`src/rtl/miller_rx_ctrl.sv`:
```
// Receive-frame sequencer for the modified-Miller decoder chain (106 kb/s,
// fc/16 clock, 8 clocks per ETU). Arms the chain, waits for SoF, packs
// decoded bits LSB-first into bytes with odd-parity checking, and closes the
// frame on EoF, error, overflow or timeout with a held status code.
// All state changes on the falling edge of in_clk.
module miller_rx_ctrl #(
    parameter int SOF_TIMEOUT = 4096,
    parameter int GAP_MAX     = 24,
    parameter int MAX_BYTES   = 64,
    parameter int CW          = 13
) (
    input  logic       in_clk,
    input  logic       in_PoR,
    input  logic       in_start,
    input  logic       in_abort,
    input  logic       in_sof_detected,
    input  logic       in_bit_valid,
    input  logic       in_bit,
    input  logic       in_eof_detected,
    output logic       out_chain_rst,
    output logic       out_chain_en,
    output logic [7:0] out_byte,
    output logic       out_byte_valid,
    output logic       out_byte_perr,
    output logic       out_busy,
    output logic       out_done,
    output logic [2:0] out_status,
    output logic [6:0] out_nbytes
);

    localparam int GW = $clog2(GAP_MAX + 1);

    typedef enum logic [2:0] {
        S_IDLE     = 3'd0,
        S_ARM      = 3'd1,
        S_WAIT_SOF = 3'd2,
        S_RECV     = 3'd3,
        S_DONE     = 3'd4
    } state_t;

    localparam logic [2:0] ST_OK         = 3'd0;
    localparam logic [2:0] ST_SHORT      = 3'd1;
    localparam logic [2:0] ST_PARITY     = 3'd2;
    localparam logic [2:0] ST_INCOMPLETE = 3'd3;
    localparam logic [2:0] ST_OVERFLOW   = 3'd4;
    localparam logic [2:0] ST_SOF_TO     = 3'd5;
    localparam logic [2:0] ST_GAP_TO     = 3'd6;

    localparam logic [CW-1:0] SOF_LAST = CW'(SOF_TIMEOUT - 1);
    localparam logic [GW-1:0] GAP_LIM  = GW'(GAP_MAX);
    localparam logic [6:0]    BYTE_LIM = 7'(MAX_BYTES);

    state_t        r_state;
    state_t        w_state_nxt;
    logic [CW-1:0] r_sof_cnt;
    logic [GW-1:0] r_gap_cnt;
    logic [3:0]    r_bitcnt;
    logic [7:0]    r_shift;
    logic [6:0]    r_nbytes;
    logic          r_perr_sticky;

    logic          r_chain_rst;
    logic          r_chain_en;
    logic [7:0]    r_byte;
    logic          r_byte_valid;
    logic          r_byte_perr;
    logic          r_busy;
    logic          r_done;
    logic [2:0]    r_status;
    logic [6:0]    r_nbytes_out;

    logic          w_abort;
    logic          w_eof;
    logic          w_bit;
    logic          w_parity_slot;
    logic          w_overflow;
    logic          w_short;
    logic          w_perr;
    logic [2:0]    w_status;
    logic [6:0]    w_nbytes_fin;

    // Qualified events: EoF wins over a coincident bit strobe, abort only outside IDLE.
    always_comb begin
        w_abort       = in_abort && (r_state != S_IDLE);
        w_eof         = (r_state == S_RECV) && in_eof_detected;
        w_bit         = (r_state == S_RECV) && in_bit_valid && !in_eof_detected;
        w_parity_slot = (r_bitcnt == 4'd8);
        w_overflow    = w_bit && w_parity_slot && (r_nbytes == BYTE_LIM);
        w_short       = (r_nbytes == 7'd0) && (r_bitcnt == 4'd7);
        // Odd parity: error when the byte plus parity bit holds an even count of ones.
        w_perr        = ~(^{r_shift, in_bit});
    end

    // Next-state selection and the status/byte count to latch on entry to DONE.
    always_comb begin
        w_state_nxt  = r_state;
        w_status     = ST_OK;
        w_nbytes_fin = r_nbytes;
        if (w_abort) begin
            w_state_nxt = S_IDLE;
        end else begin
            case (r_state)
                S_IDLE: begin
                    if (in_start) begin
                        w_state_nxt = S_ARM;
                    end else begin
                        w_state_nxt = S_IDLE;
                    end
                end
                S_ARM: begin
                    w_state_nxt = S_WAIT_SOF;
                end
                S_WAIT_SOF: begin
                    // The SoF counter counts clocks since ARM, so the timeout
                    // lands exactly SOF_TIMEOUT clocks after ARM.
                    if (in_sof_detected) begin
                        w_state_nxt = S_RECV;
                    end else if (r_sof_cnt == SOF_LAST) begin
                        w_state_nxt = S_DONE;
                        w_status    = ST_SOF_TO;
                    end else begin
                        w_state_nxt = S_WAIT_SOF;
                    end
                end
                S_RECV: begin
                    if (w_eof) begin
                        w_state_nxt = S_DONE;
                        if (w_short) begin
                            w_status     = ST_SHORT;
                            w_nbytes_fin = 7'd1;
                        end else if ((r_bitcnt == 4'd0) && (r_nbytes != 7'd0)) begin
                            w_status = r_perr_sticky ? ST_PARITY : ST_OK;
                        end else begin
                            w_status = ST_INCOMPLETE;
                        end
                    end else if (w_overflow) begin
                        w_state_nxt = S_DONE;
                        w_status    = ST_OVERFLOW;
                    end else if (w_bit) begin
                        w_state_nxt = S_RECV;
                    end else if (r_gap_cnt == GAP_LIM) begin
                        w_state_nxt = S_DONE;
                        w_status    = ST_GAP_TO;
                    end else begin
                        w_state_nxt = S_RECV;
                    end
                end
                S_DONE: begin
                    w_state_nxt = S_IDLE;
                end
                default: begin
                    w_state_nxt = S_IDLE;
                end
            endcase
        end
    end

    // State register, bit/byte datapath and registered outputs decoded from the next state.
    always_ff @(negedge in_clk) begin
        if (in_PoR) begin
            r_state       <= S_IDLE;
            r_sof_cnt     <= '0;
            r_gap_cnt     <= '0;
            r_bitcnt      <= 4'd0;
            r_shift       <= 8'd0;
            r_nbytes      <= 7'd0;
            r_perr_sticky <= 1'b0;
            r_chain_rst   <= 1'b0;
            r_chain_en    <= 1'b0;
            r_byte        <= 8'd0;
            r_byte_valid  <= 1'b0;
            r_byte_perr   <= 1'b0;
            r_busy        <= 1'b0;
            r_done        <= 1'b0;
            r_status      <= 3'd0;
            r_nbytes_out  <= 7'd0;
        end else begin
            r_state      <= w_state_nxt;
            r_chain_rst  <= (w_state_nxt == S_WAIT_SOF) || (w_state_nxt == S_RECV);
            r_chain_en   <= (w_state_nxt == S_WAIT_SOF) || (w_state_nxt == S_RECV);
            r_busy       <= (w_state_nxt == S_ARM) || (w_state_nxt == S_WAIT_SOF) ||
                            (w_state_nxt == S_RECV);
            r_done       <= (w_state_nxt == S_DONE);
            r_byte_valid <= 1'b0;
            r_byte_perr  <= 1'b0;
            if (w_state_nxt == S_DONE) begin
                r_status     <= w_status;
                r_nbytes_out <= w_nbytes_fin;
            end
            case (r_state)
                S_IDLE: begin
                    r_sof_cnt <= '0;
                end
                S_ARM: begin
                    r_shift       <= 8'd0;
                    r_bitcnt      <= 4'd0;
                    r_nbytes      <= 7'd0;
                    r_perr_sticky <= 1'b0;
                    r_gap_cnt     <= '0;
                    r_sof_cnt     <= r_sof_cnt + CW'(1);
                end
                S_WAIT_SOF: begin
                    r_sof_cnt <= r_sof_cnt + CW'(1);
                    r_gap_cnt <= '0;
                end
                S_RECV: begin
                    if (w_abort) begin
                        r_gap_cnt <= r_gap_cnt;
                    end else if (w_eof) begin
                        // A 7-bit short frame is delivered with bit 7 forced low.
                        if (w_short) begin
                            r_byte       <= {1'b0, r_shift[6:0]};
                            r_byte_valid <= 1'b1;
                            r_nbytes     <= 7'd1;
                        end
                    end else if (w_bit) begin
                        r_gap_cnt <= '0;
                        if (!w_parity_slot) begin
                            r_shift[r_bitcnt[2:0]] <= in_bit;
                            r_bitcnt               <= r_bitcnt + 4'd1;
                        end else if (!w_overflow) begin
                            r_byte        <= r_shift;
                            r_byte_valid  <= 1'b1;
                            r_byte_perr   <= w_perr;
                            r_perr_sticky <= r_perr_sticky | w_perr;
                            r_bitcnt      <= 4'd0;
                            r_nbytes      <= r_nbytes + 7'd1;
                        end
                    end else if (r_gap_cnt != GAP_LIM) begin
                        r_gap_cnt <= r_gap_cnt + GW'(1);
                    end
                end
                default: begin
                    r_sof_cnt <= '0;
                end
            endcase
        end
    end

    assign out_chain_rst  = r_chain_rst;
    assign out_chain_en   = r_chain_en;
    assign out_byte       = r_byte;
    assign out_byte_valid = r_byte_valid;
    assign out_byte_perr  = r_byte_perr;
    assign out_busy       = r_busy;
    assign out_done       = r_done;
    assign out_status     = r_status;
    assign out_nbytes     = r_nbytes_out;

endmodule

```
`config.mk`:
```
export PLATFORM = sky130hd
export DESIGN_NAME = miller_rx_ctrl
export DESIGN_NICKNAME = d
export VERILOG_FILES = /design/src/rtl/miller_rx_ctrl.sv
export SDC_FILE = /design/constraint.sdc
export NUM_CORES = 1
export LEC_CHECK = 0
export ABC_AREA = 1
export BUFFER_PORTS_ARGS = -buffer_cell sky130_fd_sc_hd__buf_2
export CAP_MARGIN = 10
export CORE_MARGIN = 2
export CORE_UTILIZATION = 25
export CTS_BUF_LIST = sky130_fd_sc_hd__clkbuf_8
export DETAILED_ROUTE_END_ITERATION = 8
export PLACE_DENSITY = 0.41
export SYNTH_ARGS = -nofsm -noshare
export SYNTH_HDL_FRONTEND = slang
export SYNTH_SLANG_ARGS = --single-unit
```
`constraint.sdc`:
```
create_clock -name in_clk -period 2.1 [get_ports in_clk]
set_input_delay 0.525 -clock in_clk [delete_from_list [all_inputs] [get_ports in_clk]]
set_output_delay 0.525 -clock in_clk [all_outputs]
set_load 0.01 [all_outputs]
```
# [After elaboration in Yosys (flattened, before gate mapping)]
# Index checks and enable logic that the tools add are counted.
[word_totals] input_bits=8 elab_cells=151 ff_bits=64 out_inout_bits=24
[op_classes] reduce_logical=32 n_addsub=4 eq_ne=26 n_mux=66 bitwise_logic=6 magnitude_cmp=2
[ops] op="8-bit 2-to-1 mux" count=9
[ops] op="7-bit 2-to-1 mux" count=9
[ops] op="3-bit 2-to-1 mux" count=14
[ops] op="13-bit one-hot mux with 2 select lines" count=1
[ops] op="4-bit 2-to-1 mux" count=5
[ops] op="5-bit 2-to-1 mux" count=4
[ops] op="8-bit one-hot mux with 2 select lines" count=1
[ops] op="5-bit AND reduction" count=3
[ops] op="2-bit inequality test (second input constant)" count=7
[ops] op="7-bit one-hot mux with 2 select lines" count=1
[ops] op="13-bit by 1-bit adder with 13-bit output (second input constant)" count=1
[ops] op="13-bit by 12-bit equality test with 1-bit output (second input constant)" count=1
[ops] op="3-bit by 2-bit equality test with 1-bit output (second input constant)" count=4
[ops] op="1-bit 2-to-1 mux" count=12
[ops] op="3-bit inequality test (second input constant)" count=4
[ops] op="3-bit one-hot mux with 4 select lines" count=1
[ops] op="6-bit AND reduction" count=2
[ops] op="5-bit one-hot mux with 2 select lines" count=1
[ops] op="1-bit logical AND" count=9
[ops] op="9-bit XOR reduction" count=1
[ops] op="8-bit bitwise mux" count=1
[ops] op="4-bit one-hot mux with 2 select lines" count=1
[ops] op="2-bit nonzero test" count=4
[ops] op="7-bit by 1-bit adder with 7-bit output (second input constant)" count=1
[ops] op="30 further kinds" count=39

# [Depth between registers and ports, before layout]
[logic_depth] depth_word=12 ltp_mapped=13 depth_no_buf=12

==> results.json <==
{
  "timing.final.max_slew_violations": 0,
  "seqPwrFrac": 0.354,
  "worst-path-buf-inv": 1,
  "grt_overflow": 0,
  "area_delta_synth_final_pct": 59.5,
  "unrepaired_setup_endpoints_after_global_routing": "true",
  "starting_density_of_the_core": 0.254,
  "place.detailed.hpwl_um": 7200,
  "cts.htree.levels": 3,
  "yosysMostFrequentCell": "sky130_fd_sc_hd__nand2_1",
  "cts-buffers-inserted": 9,
  "clk_pin_slew_worst_paths_ns": 0.04,
  "power.ir.vdd_worst_mv": 0.311,
  "run_status": "finished, violations left",
  "root_buffer_master": "sky130_fd_sc_hd__clkbuf_8",
  "drt_drc_violations_left": 0,
  "violations": "setup timing",
  "grt_pass1_vias": 3896,
  "synth-xor-area-share": 0.0150,
  "cts_tree": "yes",
  "routabilityCongestion": 0.829,
  "crit_family": "flip-flops",
  "dieArea_um2": 15000,
  "worstPathCellList": "buf_6",
  "antennaDiodeCount": 0,
  "grt_usage": 0.149,
  "critPathSlowestCell": "sky130_fd_sc_hd__dfxtp_2",
  "hold_buffers": 0,
  "worst_setup_path_startpoint": "out_nbytes[6]",
  "largest_net_degree_at_the_start_of_global_routing": 22,
  "io-pin-count": 32,
  "finalSetupViolations": 75,
  "number_of_library_cell_types_mapped_by_synthesis": 41,
  "fraction_of_registers_with_async_set_reset": 0,
  "clock-sinks": 64,
  "worst_clock_skew_ns": 0.0201,
  "timing.max_cap.violations": 0,
  "cts-root-to-sink-buffers": 2,
  "synth-compound-area-share": 0.130,
  "finalWorstSetupSlack_ns": -0.337,
  "slew-limit-headroom": 0.623,
  "yosysSeqAreaShare": 0.365,
  "avg_cell_area_syn_um2": 7.04,
  "die_width_um": 123,
  "clk-insertion-delay-late_ns": 0.41,
  "worstPathMaxFanout": 2,
  "layout-drive-gt1-share": 0.389,
  "post_synth_main_area_contributors": "sky130_fd_sc_hd__dfxtp_1 36%, sky130_fd_sc_hd__nand2_1 11%, sky130_fd_sc_hd__nor2_1 6.4%",
  "critPathCaptureType": "primary output",
  "slowest_delay_ns": 0.35,
  "detailroute.via_count": 3819,
  "worst_hold_startpoint": "r_sof_cnt[12]",
  "post_synth_mux_area_share": 0,
  "worst_slew_pin_slew_ns": 0.563,
  "synth_top_family_by_area": "simple AND/OR/NAND/NOR gates",
  "share_clk_of_total_power": 0.492,
  "primary_flip_flop_cell_chosen_by_synthesis_mapping": "sky130_fd_sc_hd__dfxtp_1",
  "total_power_mw": 3.65,
  "pre_cts_slack_ns": -0.808,
  "hold_path_class": "flop to flop",
  "power.switching_mw": 1.21,
  "synth_simple_gate_area_frac": 0.369,
  "cp.arrival_ns": 1.91,
  "internal_power_mw": 2.44,
  "post_synth_fa_ha_maj_area_fraction": 0.0249,
  "num_rows": 43,
  "setup.worst_path.start_class": "flop",
  "route.detailed.wl_per_inst_um": 12.6,
  "tritonroute_pass_1_iters": 4,
  "cellPowerDensity_nw_per_um2": 651,
  "drt_first_iter_violations": 169,
  "post_synthesis_register_bit_count": 64,
  "initial_antenna_violation_count": 0,
  "place_inst": 736,
  "fin_nets": 679,
  "ys_top_cells_by_count": "106 x sky130_fd_sc_hd__nand2_1, 64 x sky130_fd_sc_hd__dfxtp_1, 60 x sky130_fd_sc_hd__nor2_1",
  "die_h_um": 123,
  "netlist_area_um2": 3510,
  "crit_required_ns": 1.57,
  "yosysTopAreaCell": "sky130_fd_sc_hd__dfxtp_1",
  "critical_path_class": "flop to primary output",
  "synthesized_netlist_cell_count": 499,
  "final-instance-count-excl-fill": 849,
  "grt_first_pass_wirelength_um": 17500,
  "synth_top_area_frac": 0.365,
  "r2r_start": "r_bitcnt[0]",
  "synth_edf_count": 0,
  "core-area_um2": 13800,
  "remaining_number_of_nets_flagged_by_the_antenna_check_after_routing": 0,
  "postRouteWirelength_um": 10700,
  "postSynthNetCount": 514,
  "power_switching_share": 0.332,
  "warnings_synthesis": 0,
  "combPwrFrac": 0.154,
  "port_buffers": 31,
  "static-leakage-power_nw": 2.55,
  "routed_via_density": 4.50,
  "finalHoldViolCount": 0
}
-- kinds of logic (layout without fill, tap and decap cells) --
| logic type | Yosys count | in the layout |
|---|---|---|
| AO/OA/AOI/OAI | 85 | 85 |
| XOR/XNOR | 6 | 6 |
| adder cells (fa/ha/maj) | 7 | 7 |
| buffers and inverters | 78 | 246 |
| flip-flops | 64 | 64 |
| AND/OR/NAND/NOR | 259 | 261 |
-- layout by cell type (no fill, tap or decap), types with 16 or more instances in the layout --
master / n
sky130_fd_sc_hd__buf_6: 39
sky130_fd_sc_hd__a21oi_2: 23
sky130_fd_sc_hd__buf_4: 47
sky130_fd_sc_hd__o21ai_1: 17
sky130_fd_sc_hd__inv_1: 115
sky130_fd_sc_hd__nor3_1: 16
sky130_fd_sc_hd__a21oi_1: 22
sky130_fd_sc_hd__nand2_1: 99
sky130_fd_sc_hd__dfxtp_1: 44
sky130_fd_sc_hd__dfxtp_2: 20
sky130_fd_sc_hd__nor2_1: 45
sky130_fd_sc_hd__nand3_1: 19
-- path summary, 6_finish.rpt --
| path | to | slack (ns) | cells past startpoint |
|---|---|---|---|
| max reg2reg | out_byte[4] | 0.09 | 8 |
| min | r_sof_cnt[12] | 0.47 | 1 |
| max | out_nbytes[6] | -0.34 | 1 |
| min reg2reg | r_sof_cnt[12] | 0.47 | 1 |
-- registers in the layout, indices dropped and copies added, names as in the netlist --
name and cells:
out_status 3, out_busy 1, out_nbytes 7, r_bitcnt 4, r_shift 8, out_byte_valid 1, out_byte 8, out_chain_en 1
out_byte_perr 1, out_done 1, r_nbytes 7, r_sof_cnt 13, r_gap_cnt 5, r_perr_sticky 1, r_state 3
-- layout make-up --
class	count	area, um2
timing repair buffer	102	1000
sequential	64	1310
clock inverter	71	357
multi-input combinational	359	2310
tap	180	225
clock buffer	9	124
fill	1440	8220
inverter	64	272
-- power groups by stage --
stage / Sequential [mW] / Clock (mW) / Combinational [mW]
floorplan: 1.30 / 0.188 / 0.287
global placement: 1.30 / 0.188 / 0.436
detailed placement: 1.30 / 0.188 / 0.438
CTS: 1.29 / 1.90 / 0.538
global route: 1.29 / 2.02 / 0.616
finish: 1.29 / 1.80 / 0.561
-- timing repair --
action | in CTS | in global routing
cloned | 3 | 1
setup endpoints to repair | 77 | 77
gates resized for setup | 136 | 25
setup buffers | 21 | 12
pin swaps | 42 | 22
-- layer usage --
layer / global-route usage / wire [um] / up-vias
met5: 0 / 0 / -
met4: 0.0920 / 146 / 0
met3: 0.0613 / 442 / 12
met2: 0.220 / 5110 / 67
met1: 0.180 / 5010 / 1776
li1: - / - / 1964
-- metrics by stage --
stage / util / cell area (um2) / setup TNS [ns] / hold slack [ns]
final: 0.405 / 5600 / -18.91 / 0.466
after global routing: 0.405 / 5600 / -23.03 / 0.497
after CTS: 0.392 / 5430 / -18.78 / 0.467
after detailed placement: 0.305 / 4220 / -40.22 / 0.456
after global placement: 0.305 / 4220 / -39.10 / 0.449
after floorplan: - / 3630 / -18.29 / 0.428
Note: power is estimated with default switching activity, not from simulation.
